### src/rtl/text_pkg.sv
// Shared constants and types for the character-cell text renderer.
// Contents:
//   CHAR_W / CHAR_H      glyph cell size in pixels (8 x 16)
//   PIPE_LATENCY         pixel-in to pixel_on latency in clock cycles
//   FONT_ADDR_W          font ROM address width ({char_code, glyph_row})
//   CHAR_ADDR_W          text buffer address width
//   UNDERLINE_ROW        first glyph row of the cursor underline
//   strobes_t            the three timing strobes carried down the pipeline
//   font_address()       builds a font ROM address from code and glyph row
package text_pkg;

    localparam int CHAR_W       = 8;
    localparam int CHAR_H       = 16;
    localparam int PIPE_LATENCY = 3;
    localparam int FONT_ADDR_W  = 11;
    localparam int CHAR_ADDR_W  = 12;
    localparam int GROW_W       = $clog2(CHAR_H);
    localparam int GCOL_W       = $clog2(CHAR_W);

    localparam logic [GROW_W-1:0] UNDERLINE_ROW = 4'd14;

    typedef struct packed {
        logic video_on;
        logic hsync;
        logic vsync;
    } strobes_t;

    function automatic logic [FONT_ADDR_W-1:0] font_address(
        input logic [6:0]        code,
        input logic [GROW_W-1:0] glyph_row
    );
        return {code, glyph_row};
    endfunction

endpackage

### src/rtl/blink_timer.sv
// Cursor blink timer.
// Counts rising edges of vsync (one per frame); every BLINK_FRAMES frames
// the counter wraps to 0 and blink_phase toggles.
// Ports:
//   clk, rst      clock and synchronous active-high reset
//   vsync_in      vertical sync strobe from the timing generator
//   blink_phase   current blink half-period (1 = underline visible)
module blink_timer #(
    parameter int BLINK_FRAMES = 30
) (
    input  logic clk,
    input  logic rst,
    input  logic vsync_in,
    output logic blink_phase
);

    // Width kept at least 1 so BLINK_FRAMES = 1 still elaborates.
    localparam int CNT_W = (BLINK_FRAMES > 1) ? $clog2(BLINK_FRAMES) : 1;
    localparam logic [CNT_W-1:0] LAST_FRAME = CNT_W'(BLINK_FRAMES - 1);

    logic             vsync_prev_reg;
    logic [CNT_W-1:0] frame_cnt_reg;
    logic             blink_phase_reg;
    logic             vsync_rise;

    assign vsync_rise  = vsync_in & ~vsync_prev_reg;
    assign blink_phase = blink_phase_reg;

    always_ff @(posedge clk) begin
        if (rst) begin
            vsync_prev_reg  <= 1'b0;
            frame_cnt_reg   <= '0;
            blink_phase_reg <= 1'b0;
        end else begin
            vsync_prev_reg <= vsync_in;
            if (vsync_rise) begin
                if (frame_cnt_reg == LAST_FRAME) begin
                    frame_cnt_reg   <= '0;
                    blink_phase_reg <= ~blink_phase_reg;
                end else begin
                    frame_cnt_reg <= frame_cnt_reg + 1'b1;
                end
            end
        end
    end

endmodule

### src/rtl/text_renderer.sv
// Character-cell text renderer: turns timing-generator pixel coordinates
// into a foreground pixel using an external text buffer and font ROM, both
// with one cycle of registered read latency. A blinking underline is drawn
// on the bottom glyph rows of the cursor cell.
// Pipeline (3 cycles, no bubbles):
//   stage 0  char_addr from the incoming coordinates (combinational)
//   stage 1  glyph col/row, cell coords, strobes; font_addr from char_code
//   stage 2  glyph col/row, cursor hit, strobes; font_data arrives here
//   stage 3  pixel_on and delayed strobes
// Ports:
//   clk, rst                             clock, synchronous active-high reset
//   pixel_x, pixel_y                     current pixel from timing generator
//   video_on_in, hsync_in, vsync_in      timing strobes aligned with pixel_x/y
//   cursor_col, cursor_row               cursor cell position
//   char_addr / char_code                text buffer read port
//   font_addr / font_data                font ROM read port (bit 7 = leftmost)
//   pixel_on                             registered foreground pixel
//   video_on_out, hsync_out, vsync_out   strobes aligned with pixel_on
module text_renderer
    import text_pkg::*;
#(
    parameter int COLS         = 80,
    parameter int ROWS         = 30,
    parameter int BLINK_FRAMES = 30
) (
    input  logic                   clk,
    input  logic                   rst,
    input  logic [9:0]             pixel_x,
    input  logic [9:0]             pixel_y,
    input  logic                   video_on_in,
    input  logic                   hsync_in,
    input  logic                   vsync_in,
    input  logic [6:0]             cursor_col,
    input  logic [4:0]             cursor_row,
    output logic [CHAR_ADDR_W-1:0] char_addr,
    input  logic [6:0]             char_code,
    output logic [FONT_ADDR_W-1:0] font_addr,
    input  logic [CHAR_W-1:0]      font_data,
    output logic                   pixel_on,
    output logic                   video_on_out,
    output logic                   hsync_out,
    output logic                   vsync_out
);

    // The whole screen must be addressable by the text buffer; larger
    // geometries would silently alias rows.
    if (COLS * ROWS > (1 << CHAR_ADDR_W)) begin : g_bad_geometry
        $error("text_renderer: COLS*ROWS exceeds the text buffer address space");
    end

    // ---------------- stage 0 ----------------
    logic [6:0]  cell_col;
    logic [4:0]  cell_row;
    logic [31:0] addr_full;
    strobes_t    strb_in;

    assign cell_col  = pixel_x[9:3];
    assign cell_row  = pixel_y[8:4];
    assign addr_full = 32'(cell_row) * 32'(COLS) + 32'(cell_col);
    // Off-screen cells simply wrap inside the 12-bit address space.
    assign char_addr = addr_full[CHAR_ADDR_W-1:0];
    assign strb_in   = {video_on_in, hsync_in, vsync_in};

    logic unused_bits;
    assign unused_bits = ^{pixel_y[9], addr_full[31:CHAR_ADDR_W]};

    // ---------------- stage 1 ----------------
    logic [GCOL_W-1:0] s1_gcol_reg;
    logic [GROW_W-1:0] s1_grow_reg;
    logic [6:0]        s1_cell_col_reg;
    logic [4:0]        s1_cell_row_reg;
    strobes_t          s1_strb_reg;
    logic              cursor_hit;

    always_ff @(posedge clk) begin
        if (rst) begin
            s1_gcol_reg     <= '0;
            s1_grow_reg     <= '0;
            s1_cell_col_reg <= '0;
            s1_cell_row_reg <= '0;
            s1_strb_reg     <= '0;
        end else begin
            s1_gcol_reg     <= pixel_x[2:0];
            s1_grow_reg     <= pixel_y[3:0];
            s1_cell_col_reg <= cell_col;
            s1_cell_row_reg <= cell_row;
            s1_strb_reg     <= strb_in;
        end
    end

    // char_code for this pixel is valid now, so the ROM lookup starts here.
    assign font_addr  = font_address(char_code, s1_grow_reg);
    assign cursor_hit = (s1_cell_col_reg == cursor_col) &&
                        (s1_cell_row_reg == cursor_row);

    // ---------------- stage 2 ----------------
    logic [GCOL_W-1:0] s2_gcol_reg;
    logic [GROW_W-1:0] s2_grow_reg;
    logic              s2_hit_reg;
    strobes_t          s2_strb_reg;

    always_ff @(posedge clk) begin
        if (rst) begin
            s2_gcol_reg <= '0;
            s2_grow_reg <= '0;
            s2_hit_reg  <= 1'b0;
            s2_strb_reg <= '0;
        end else begin
            s2_gcol_reg <= s1_gcol_reg;
            s2_grow_reg <= s1_grow_reg;
            s2_hit_reg  <= cursor_hit;
            s2_strb_reg <= s1_strb_reg;
        end
    end

    // Reverse the ROM byte so index 0 is the leftmost pixel of the glyph.
    logic [CHAR_W-1:0] glyph_lr;
    for (genvar gi = 0; gi < CHAR_W; gi++) begin : g_glyph_order
        assign glyph_lr[gi] = font_data[CHAR_W-1-gi];
    end

    logic blink_phase;
    logic underline;
    logic pixel_next;

    blink_timer #(
        .BLINK_FRAMES(BLINK_FRAMES)
    ) u_blink (
        .clk        (clk),
        .rst        (rst),
        .vsync_in   (vsync_in),
        .blink_phase(blink_phase)
    );

    assign underline  = s2_hit_reg & blink_phase & (s2_grow_reg >= UNDERLINE_ROW);
    // XOR so the underline inverts rather than overwrites the glyph.
    assign pixel_next = s2_strb_reg.video_on & (glyph_lr[s2_gcol_reg] ^ underline);

    // ---------------- stage 3 ----------------
    logic     pixel_on_reg;
    strobes_t s3_strb_reg;

    always_ff @(posedge clk) begin
        if (rst) begin
            pixel_on_reg <= 1'b0;
            s3_strb_reg  <= '0;
        end else begin
            pixel_on_reg <= pixel_next;
            s3_strb_reg  <= s2_strb_reg;
        end
    end

    assign pixel_on     = pixel_on_reg;
    assign video_on_out = s3_strb_reg.video_on;
    assign hsync_out    = s3_strb_reg.hsync;
    assign vsync_out    = s3_strb_reg.vsync;

endmodule

### config.mk
export PLATFORM = sky130hd
export DESIGN_NAME = text_renderer
export DESIGN_NICKNAME = d
export VERILOG_FILES = /design/src/rtl/text_pkg.sv /design/src/rtl/blink_timer.sv /design/src/rtl/text_renderer.sv
export SDC_FILE = /design/constraint.sdc
export NUM_CORES = 1
export LEC_CHECK = 0
export BUFFER_PORTS_ARGS = -buffer_cell sky130_fd_sc_hd__buf_4
export CAP_MARGIN = 40
export CELL_PAD_IN_SITES_DETAIL_PLACEMENT = 1
export CELL_PAD_IN_SITES_GLOBAL_PLACEMENT = 2
export CORE_AREA = 2 2 83 85
export CTS_CLUSTER_DIAMETER = 150
export DETAILED_ROUTE_END_ITERATION = 7
export DIE_AREA = 0 0 85 87
export GPL_TIMING_DRIVEN = 0
export PLACE_DENSITY = 0.91
export SYNTH_ARGS = -nofsm -noshare
export SYNTH_HDL_FRONTEND = slang
export SYNTH_HIERARCHICAL = 1
export SYNTH_SLANG_ARGS = --single-unit
### constraint.sdc
create_clock -name clk -period 2.8 [get_ports clk]
set_input_delay 0.42 -clock clk [delete_from_list [all_inputs] [get_ports clk]]
set_output_delay 0.42 -clock clk [all_outputs]
set_load 0.1 [all_outputs]
# Yosys cells after proc, flatten, opt, wreduce, memory -nomap -nowiden

Cells that the tools add are included.

Input port bits: 52
Logic and storage cells: 39
Bits in registers: 43

Magnitude comparators: 2
Reduce and logical (&&, ||, !) cells: 2
Multiply operators: 1
Bitwise operators: 7
Add/subtract/negate cells: 2
Mux-type cells: 3
Eq/ne operators: 3

Operators with widths:

| cell                                                       | number |
|---|---|
| adder 12 x 7 -> 12 bit                                     | 1 |
| multiplier 5 x 3 -> 8 bit, second input constant           | 1 |
| == test 7 bit                                              | 1 |
| adder 5 x 1 -> 5 bit, second input constant                | 1 |
| == test 5 bit                                              | 1 |
| == test 5 bit, second input constant                       | 1 |
| two-way mux 5 bit                                          | 1 |
| AND 1 bit                                                  | 4 |
| greater-or-equal comparator 4 bit, second input constant   | 1 |
| less-than comparator 3 x 4 -> 1 bit, second input constant | 1 |
| binary-select mux 1 bit (select 3 bit)                     | 1 |
| inverter 1 bit                                             | 2 |
| AND reduction 2 bit                                        | 1 |
| logical AND 1 bit                                          | 1 |
| two-way mux 1 bit                                          | 1 |
| bitwise XOR 1 bit                                          | 1 |

# Depth between registers and ports, before layout

Gate-level depths: netlist of the first run.

Depth in word-level cells: 4
Gate-level depth with buffers: 6
Mapped depth without buffers: 6

# Modules after synthesis

The synthesis of the first run kept the hierarchy.

By module, submodules not included:

| module        | area an instance (um^2) | cells an instance | times used | seq. area each (um^2) |
|---|---|---|---|---|
| text_renderer | 1537.7                  | 139               | 1          | 720.7 |
| blink_timer   | 347.8                   | 34                | 1          | 140.1 |

# Least setup slack after synthesis of the first run

OpenSTA, ideal clock, no wires.

Kind: input port to output port
Start: input port pixel_y[5]
End: output port char_addr[10]
Buffers on the path: 0
Setup slack: -0.854 ns
Arrival: 3.234 ns
Stages: 6
Path through: ha_1 ha_1 fa_1 xor2_1 nand3_1 xnor2_1

Cells in the longest elaborated chain, start to end: 2

RTL lines:

| what                      | RTL line            | text |
|---|---|---|
| start, declared           | text_renderer.sv:29 | `input logic [9:0] pixel_y,` |
| multiplier 5 x 3 -> 8 bit | text_renderer.sv:59 | `assign addr_full = 32'(cell_row) * 32'(COLS) + 32'(cell_col);` |
| adder 12 x 7 -> 12 bit    | text_renderer.sv:59 |  |
| end, declared             | text_renderer.sv:35 | `output logic [CHAR_ADDR_W-1:0] char_addr,` |

No other way between the ends.

# Worst setup path in the final report of the first run

Start: input port pixel_y[5]
End: output port char_addr[9]

Same word-level chain as after synthesis.

==> out/summary.txt, run 1 <==
clk_lat worst skew = 280 ps
Die X = 85 um
Hold Path Class = in -> reg
leakage = 0.00122 uW
Final Total Pwr = 1620 uW
EDFF count, synth = 0
first-pass GRT wire length = 6.58 mm
Synth Area in XOR/XNOR = 0.102
pre-CTS setup slack = -94.6 ps
Slew Limit Fails = 0
vias in the first global route = 1,461
crit path time final = 2750 ps
filler instances = 752
Die ar. = 7400 um2
critical path endpoint = char_addr[9]
Core Footprint = 6570 um2
Post-Syn Area = 1890 um2
Post-Synthesis Net Count = 238
Critical path origin = pixel_y[5]
Wirelength per Cell = 12.7 um
final design utilization = 0.412
Synth async-reset ratio = 0
CTS tree = done
commonest non-fill, non-tap cell in the layout = buf_4
Routed WL = 4.23 mm
fmax = 0.364 GHz
simple-gate share of the synthesized area = 0.198
initial antenna violation count = 0
Crit path required time = 2380 ps
number of synthesized register bits = 43
RR Endpoint = pixel_on
status = finished, final reports clean
dpl cells = 323
startpoint types = input port
Routed Antenna Nets = 0
root buf cell = clkbuf_8
post-DP HPWL = 3.33 mm
nets@finish = 317
1st-iter DRT viols = 23
mux cell area share after synthesis = 0.0464
max reg flops = 7
Setup Viol. Count Final = 0
Seq/Total Area, Yosys = 0.457
Fin Clk Skew = 3.84 ps
synthesized-area fraction occupied by adder cells = 0.0942
CTS Sinks = 43
share of cells above drive strength 1 = 0.435
Rel. slew slack = 0.669
Final Hold Vio Count = 0
internal reg-to-reg setup slack = 1340 ps
Reg2Reg Launch Point = s2_gcol_reg[0]
I/O Buffers = 70
CP Data Arrival Time = 2330 ps
post-synthesis compound-gate area fraction = 0.0451
GRT Util Overall = 0.114
die height = 87 um
H-tree depth = 2
TritonCTS Buffers = 5
Synth warnings = 6
max cap viols = 0
clock slew at reported path FFs = 80 ps
# IOs = 79
crit end category = primary output
row count = 30
largest family of logic cells by synthesized area = simple AND/OR/NAND/NOR gates
maximum vdd drop = 0.554 mV
Netlist cell types = 31
Max Fanout on Critical Path = 4
Worst R2R Path Depth = 5
Vias/cell = 4.27
Slew @ Worst Pin = 496 ps
# diodes = 0
Synth-to-Final Area Change = 43.5%
Initial Util = 0.287
GP Congestion = 0.748
GRT overflow = 0
ys flop type = dfxtp_1
Syn Inst Count = 173
First-pass DRT Iterations = 4
DR DRC count = 0
largest net degree at the start of global routing = 15
mean post-synth cell area = 10.9 um2
Final Non-Filler Cells = 333
power per cell area = 598 nW/um2
commonest non-fill, non-tap cells in the layout = buf_4, dfxtp_1, nor2b_1
Final Cycle Share = 0.982
via count = 1,423
final worst setup slack = 50.7 ps
CP Class = in -> out
hold buffers post-CTS = 0
CTS Buffer Depth = 2
TNS Setup = 0 ps
-- cells in the mapped netlist, drive strengths merged, types with 4 or more instances --
cell	n	area (um2)
dfxtp	43	861
nor2b	38	245
xnor2	11	96.3
ha	11	138
buf	12	93.8
mux2i	5	50.1
a21oi	4	23.8
nor2	6	22.5
xor2	11	96.3
-- critical path, cell delays in order --
cell	delay [ps]
buf_4	130
ha_1	290
ha_2	200
fa_2	640
nand2_2	100
nor2_4	150
xor2_2	200
buf_12	200
-- logic make-up (layout without fill, tap and decap cells) --
kind of cell | after synthesis | in the layout
multiplexers | 7 | 7
buffers and inverters | 16 | 96
flip-flops | 43 | 43
AO/OA/AOI/OAI | 11 | 11
XOR/XNOR | 22 | 22
adder cells (fa/ha/maj) | 13 | 13
AND/OR/NAND/NOR | 61 | 61
-- what timing repair did --
| item | CTS | global route |
|---|---|---|
| pin swaps | 0 | 4 |
| setup buffers | 0 | 2 |
| endpoints found under the hold margin | 0 | 0 |
| gates resized for setup | 5 | 9 |
| endpoints found under the setup margin | 3 | 3 |
-- through the flow --
step	hold WS, ps	instance area (um2)
floorplan	414	1920
global placement	417	2550
detailed placement	428	2550
CTS	330	2660
global route	339	2710
finish	341	2710
-- how the worst min path moves through the flow --
stage,from,endpoint,slack [ps],depth (start not counted)
6_report,pixel_y[0],s1_grow_reg[0],340,2
5_1_grt,pixel_y[1],s1_grow_reg[1],340,2
4_1_cts,hsync_in,s1_strb_reg[1],330,2
3_5_place_dp,s1_strb_reg[2],s2_strb_reg[2],430,1
3_3_place_gp,s1_strb_reg[0],s2_strb_reg[0],420,1
2_1_floorplan,s2_strb_reg[1],hsync_out,410,1
-- layout make-up --
| class | instances | area, um2 | area share |
|---|---|---|---|
| timing repair buffer | 72 | 569 | 0.210 |
| inverter | 1 | 3.75 | 0.00139 |
| tap | 80 | 100 | 0.0370 |
| sequential | 43 | 861 | 0.318 |
| clock buffer | 6 | 72.6 | 0.0268 |
| buffer | 15 | 105 | 0.0388 |
| clock inverter | 2 | 12.5 | 0.00462 |
| multi-input combinational | 114 | 982 | 0.363 |
-- power breakdown --
part	internal [uW]	switching, uW	leakage [uW]	total, uW
Sequential	639	12.4	0.000355	651
Combinational	199	397	0.000820	597
Clock	174	196	0.0000412	370
-- routing by layer --
layer  part of all wire  wire length (um)  vias to the layer above  track usage
met2               0.51              2170                       49        0.196
met5                  0                 0                        -            0
met1               0.40              1680                      656        0.131
li1                   -                 -                      716            -
met4             0.0069                29                        0       0.0447
met3              0.083               349                        2       0.0389
(Power assumes the default switching activity.)
==> inputs of run 2 (changes only) <==
--- a/config.mk
+++ b/config.mk
@@ -9,12 +9,12 @@
 export CAP_MARGIN = 40
 export CELL_PAD_IN_SITES_DETAIL_PLACEMENT = 1
 export CELL_PAD_IN_SITES_GLOBAL_PLACEMENT = 2
-export CORE_AREA = 2 2 83 85
+export CORE_AREA = 2 2 86 88
 export CTS_CLUSTER_DIAMETER = 150
 export DETAILED_ROUTE_END_ITERATION = 7
-export DIE_AREA = 0 0 85 87
+export DIE_AREA = 0 0 88 90
 export GPL_TIMING_DRIVEN = 0
-export PLACE_DENSITY = 0.91
+export PLACE_DENSITY = 0.86
 export SYNTH_ARGS = -nofsm -noshare
 export SYNTH_HDL_FRONTEND = slang
 export SYNTH_HIERARCHICAL = 1
==> constraint.sdc (replaced) <==
create_clock -name clk -period 3 [get_ports clk]
set_input_delay 0.45 -clock clk [delete_from_list [all_inputs] [get_ports clk]]
set_output_delay 0.45 -clock clk [all_outputs]
set_load 0.1 [all_outputs]
==> run 2 against run 1 <==
Compared with the run above: utilization shrank 2.9 points; non-clock buffer count shrank 2; power fell by 3.2%; sequential cell count unchanged; design area shrank 0.55%; sequential power shrank 6.6%.
==> out/summary.txt, run 2 (synthesized netlist as in run 1, its figures left out) <==
I/O Buffers = 70
CTS Sinks = 43
clock power share = 0.281
Int Power = 1000 uW
final design utilization = 0.383
Final Cycle Share = 0.951
GRT overflow = 0
H-tree depth = 2
crit-path max cell delay = 600 ps
RSZ-0062 raised after global routing = false
max reg flops = 7
register area = 861 um2
Die ar. = 7920 um2
DR DRC count = 0
max cap viols = 0
nets@finish = 315
hold buffers post-CTS = 0
leakage = 0.00121 uW
Vias/cell = 4.10
# diodes = 0
status = finished, final reports clean
CP Data Arrival Time = 2400 ps
initial antenna violation count = 0
vias in the first global route = 1,438
die height = 90 um
post-DP HPWL = 3.30 mm
TritonCTS Buffers = 5
Synth-to-Final Area Change = 42.7%
Rel. slew slack = 0.660
Final Hold Vio Count = 0
Setup Viol. Count Final = 0
GP Congestion = 0.739
Resized Gates After CTS = 0
First-pass DRT Iterations = 4
Net Switching = 563 uW
via count = 1,434
WHS = 363 ps
dpl cells = 342
startpoint types = input port
power per cell area = 582 nW/um2
commonest non-fill, non-tap cells in the layout = buf_4, dfxtp_1, nor2b_1
clock slew at reported path FFs = 90 ps
crit end category = primary output
Routed WL = 4.12 mm
Net Sw Frac = 0.359
CTS tree = done
Die X = 88 um
Routed Antenna Nets = 0
maximum vdd drop = 0.309 mV
CP Class = in -> out
Crit path required time = 2550 ps
Slew @ Worst Pin = 510 ps
Max Fanout on Critical Path = 4
GRT Util Overall = 0.108
share of cells above drive strength 1 = 0.410
worst path buffer plus inverter count = 2
dominant delay contributor by cell family on the critical path = adder cells
root buf cell = clkbuf_8
busiest grt layer = met2
crit path time final = 2850 ps
Initial Util = 0.269
largest net degree at the start of global routing = 15
1st-iter DRT viols = 15
fmax = 0.350 GHz
commonest non-fill, non-tap cell in the layout = buf_4
Hold Path Class = in -> reg
sequential power share = 0.388
M2 GR Usage = 0.177
crit path max-delay cell type = fa_1
Slew Limit Fails = 0
# IOs = 79
number of setup buffers added after CTS = 0
Fin Clk Skew = 9.01 ps
Final Non-Filler Cells = 350
Core Footprint = 7020 um2
row count = 31
global-route met3 utilization = 0.0450
clk_lat worst skew = 290 ps
Wirelength per Cell = 11.8 um
met1 GRT Util = 0.125
first-pass GRT wire length = 6.65 mm
filler instances = 807
cell mode on critical path = ha_1
Combinational Power Share = 0.331
Critical Path, Cell by Cell = buf_4 > ha_1 > ha_1 > fa_1 > nand2_1 > nor2_2 > a32o_1 > buf_6
Final Total Pwr = 1570 uW
CTS Buffer Depth = 2
Multi-input gate area = 956 um2
## run 2: changes by cell type in the layout (fill, tap and decap cells not counted), sizes merged
cell and delta:
clkinv +1, buf -2, clkinvlp -1, clkbuf -1, bufinv +1
## run 2: worst paths after layout
check	from	to	slack (ps)	cells after the start
max	pixel_y[5]	char_addr[11]	150	8
max reg2reg	s2_gcol_reg[0]	pixel_on	1570	5
min reg2reg	s1_gcol_reg[0]	s2_gcol_reg[0]	440	1
min	pixel_y[3]	s1_grow_reg[3]	360	2
## run 2: cell type report
| type | instances | share of cell area |
|---|---|---|
| Multi-Input combinational cell | 114 | 0.355 |
| Sequential cell | 43 | 0.320 |
| Timing Repair Buffer | 70 | 0.197 |
| Tap cell | 99 | 0.0460 |
| Buffer | 15 | 0.0391 |
| Clock buffer | 5 | 0.0256 |
| Clock inverter | 3 | 0.0163 |
| Inverter | 1 | 0.00139 |
## run 2: per-layer routing
layer | up-vias | wire, um
met5 | - | 0
met4 | 0 | 39
met3 | 2 | 382
met2 | 48 | 2090
met1 | 668 | 1610
li1 | 716 | -
## run 2: through the flow
step | TNS (ps) | instance area (um2) | setup WS, ps
finish | 0 | 2690 | 146
global route | 0 | 2690 | 51.1
CTS | 0 | 2680 | 8.17
detailed placement | 0 | 2560 | 18.1
global placement | 0 | 2560 | 71.4
floorplan | -354 | 1920 | -189
## run 2: worst register-to-register path, stage by stage (launching register included)
cell and delay [ps]:
dfxtp_1 310, buf_6 120, mux2i_1 110, mux4_2 480
xor2_1 170, and2_1 150
## run 2: power by group through the flow
stage | Sequential [uW] | Clock [uW] | Combinational [uW]
6_report | 608 | 440 | 519
3_5_place_dp | 621 | 0 | 518
4_1_cts | 608 | 459 | 521
5_1_grt | 611 | 480 | 545
3_3_place_gp | 620 | 0 | 513
2_1_floorplan | 649 | 0 | 363
==> inputs of run 3 (changes only) <==
--- a/config.mk
+++ b/config.mk
@@ -15,6 +15,7 @@
 export DIE_AREA = 0 0 88 90
 export GPL_TIMING_DRIVEN = 0
 export PLACE_DENSITY = 0.86
+export RECOVER_POWER = 100
 export SYNTH_ARGS = -nofsm -noshare
 export SYNTH_HDL_FRONTEND = slang
 export SYNTH_HIERARCHICAL = 1
==> constraint.sdc (replaced) <==
create_clock -name clk -period 3 [get_ports clk]
set_input_delay 0.45 -clock clk [delete_from_list [all_inputs] [get_ports clk]]
set_output_delay 0.45 -clock clk [all_outputs]
set_load 0.02 [all_outputs]
==> run 3 against run 2 <==
Compared with the run above: combinational power decreased by 50%; hold slack got worse by 1.3 ps; global-route usage decreased by 0.065 points; wire length decreased by 1.8%; sequential share of layout area increased by 2.3 points; sequential power about the same; non-clock buffer count unchanged; via count increased by 0.28%; utilization decreased by 2.6 points; fmax increased by 3.4%; register-to-register slack about the same; clock power decreased by 16%.
==> out/summary.txt, run 3 (synthesized netlist as in run 1, its figures left out) <==
Max Fanout on Critical Path = 4
via count = 1,438
final design utilization = 0.358
crit path time final = 2760 ps
TNS Setup = 0 ps
Net Sw Frac = 0.283
clock power share = 0.300
CP Data Arrival Time = 2310 ps
pre-CTS setup slack = 301 ps
Synth-to-Final Area Change = 33.2%
maximum vdd drop = 0.174 mV
sequential power share = 0.492
GRT Util Overall = 0.107
row count = 31
Initial Util = 0.269
I/O Buffers = 70
Final Cycle Share = 0.920
root buf cell = clkbuf_8
GP Congestion = 0.742
Worst R2R Path Depth = 5
Die X = 88 um
Vias/cell = 4.11
filler instances = 826
Setup Viol. Count Final = 0
max reg flops = 7
Reg2Reg Launch Point = s2_gcol_reg[0]
# IOs = 79
internal reg-to-reg setup slack = 1580 ps
startpoint types = input port
clk_lat worst skew = 300 ps
CTS Buffer Depth = 2
Combinational Power Share = 0.208
CP Class = in -> out
Routed WL = 4.04 mm
Net Switching = 349 uW
Resized Gates After CTS = 0
final worst setup slack = 239 ps
TritonCTS Buffers = 5
First-pass DRT Iterations = 2
Wirelength per Cell = 11.5 um
RSZ-0062 raised after global routing = false
RR Endpoint = pixel_on
Hold Path Class = in -> reg
nets@finish = 315
hold buffers post-CTS = 0
Final Hold Vio Count = 0
number of setup buffers added after CTS = 0
Design Area, Final = 2510 um2
Slew @ Worst Pin = 587 ps
Die ar. = 7920 um2
H-tree depth = 2
status = finished, final reports clean
Slew Limit Fails = 0
largest net degree at the start of global routing = 16
min-delay src = pixel_y[0]
initial antenna violation count = 0
Crit path required time = 2550 ps
commonest non-fill, non-tap cells in the layout = buf_4, dfxtp_1, nor2b_1
Routed Antenna Nets = 0
Int Power = 886 uW
first-pass GRT wire length = 6.51 mm
power per cell area = 491 nW/um2
vias in the first global route = 1,453
die height = 90 um
leakage = 0.00107 uW
Core Footprint = 7020 um2
post-DP HPWL = 3.27 mm
Multi-input gate area = 901 um2
crit end category = primary output
Critical path origin = pixel_y[5]
# diodes = 0
Fin Clk Skew = 6.34 ps
share of cells above drive strength 1 = 0.263
1st-iter DRT viols = 23
fmax = 0.362 GHz
CTS Sinks = 43
GRT overflow = 0
DR DRC count = 0
register area = 861 um2
commonest non-fill, non-tap cell in the layout = buf_4
Rel. slew slack = 0.608
Hold Path Depth = 2
max cap viols = 0
CTS tree = done
Hold Path End = s1_grow_reg[0]
clock slew at reported path FFs = 80 ps
dpl cell area = 2530 um2
[run 3: layout make-up]
| type | count | area share |
|---|---|---|
| multi-input combinational | 114 | 0.359 |
| sequential | 43 | 0.343 |
| timing repair buffer | 70 | 0.169 |
| tap | 99 | 0.0493 |
| buffer | 15 | 0.0419 |
| clock buffer | 5 | 0.0274 |
| clock inverter | 3 | 0.00947 |
| inverter | 1 | 0.00149 |
[run 3: critical path, stage by stage]
cell,delay (ps)
buf_4,130
ha_1,300
ha_1,230
fa_1,560
nand2_1,70
nor2_1,150
xor2_1,160
clkbuf_1,240
[run 3: per-stage QoR]
stage	hold slack (ps)	power, uW	std cells
after global placement	418	905	342
final	362	1230	350
after CTS	356	1290	350
after detailed placement	429	912	342
after global routing	354	1310	350
after floorplan	414	784	173
[run 3: power groups by stage]
stage,logic (uW),clock network (uW),registers [uW]
6_report,257,370,607
5_1_grt,284,414,611
4_1_cts,293,391,608
3_5_place_dp,291,0,621
3_3_place_gp,285,0,620
2_1_floorplan,160,0,624
[run 3: worst max path at each step]
stage,endpoint,slack (ps),cells after the start
final,char_addr[9],240,8
after global routing,char_addr[11],90,8
after CTS,char_addr[10],280,8
after detailed placement,char_addr[10],300,8
after global placement,char_addr[10],320,8
after floorplan,char_addr[10],470,6
[run 3: per-layer routing]
| layer | part of all wire | global-route usage |
|---|---|---|
| met1 | 0.39 | 0.114 |
| met3 | 0.091 | 0.0478 |
| met5 | 0 | 0 |
| met4 | 0.015 | 0.0462 |
| met2 | 0.50 | 0.179 |
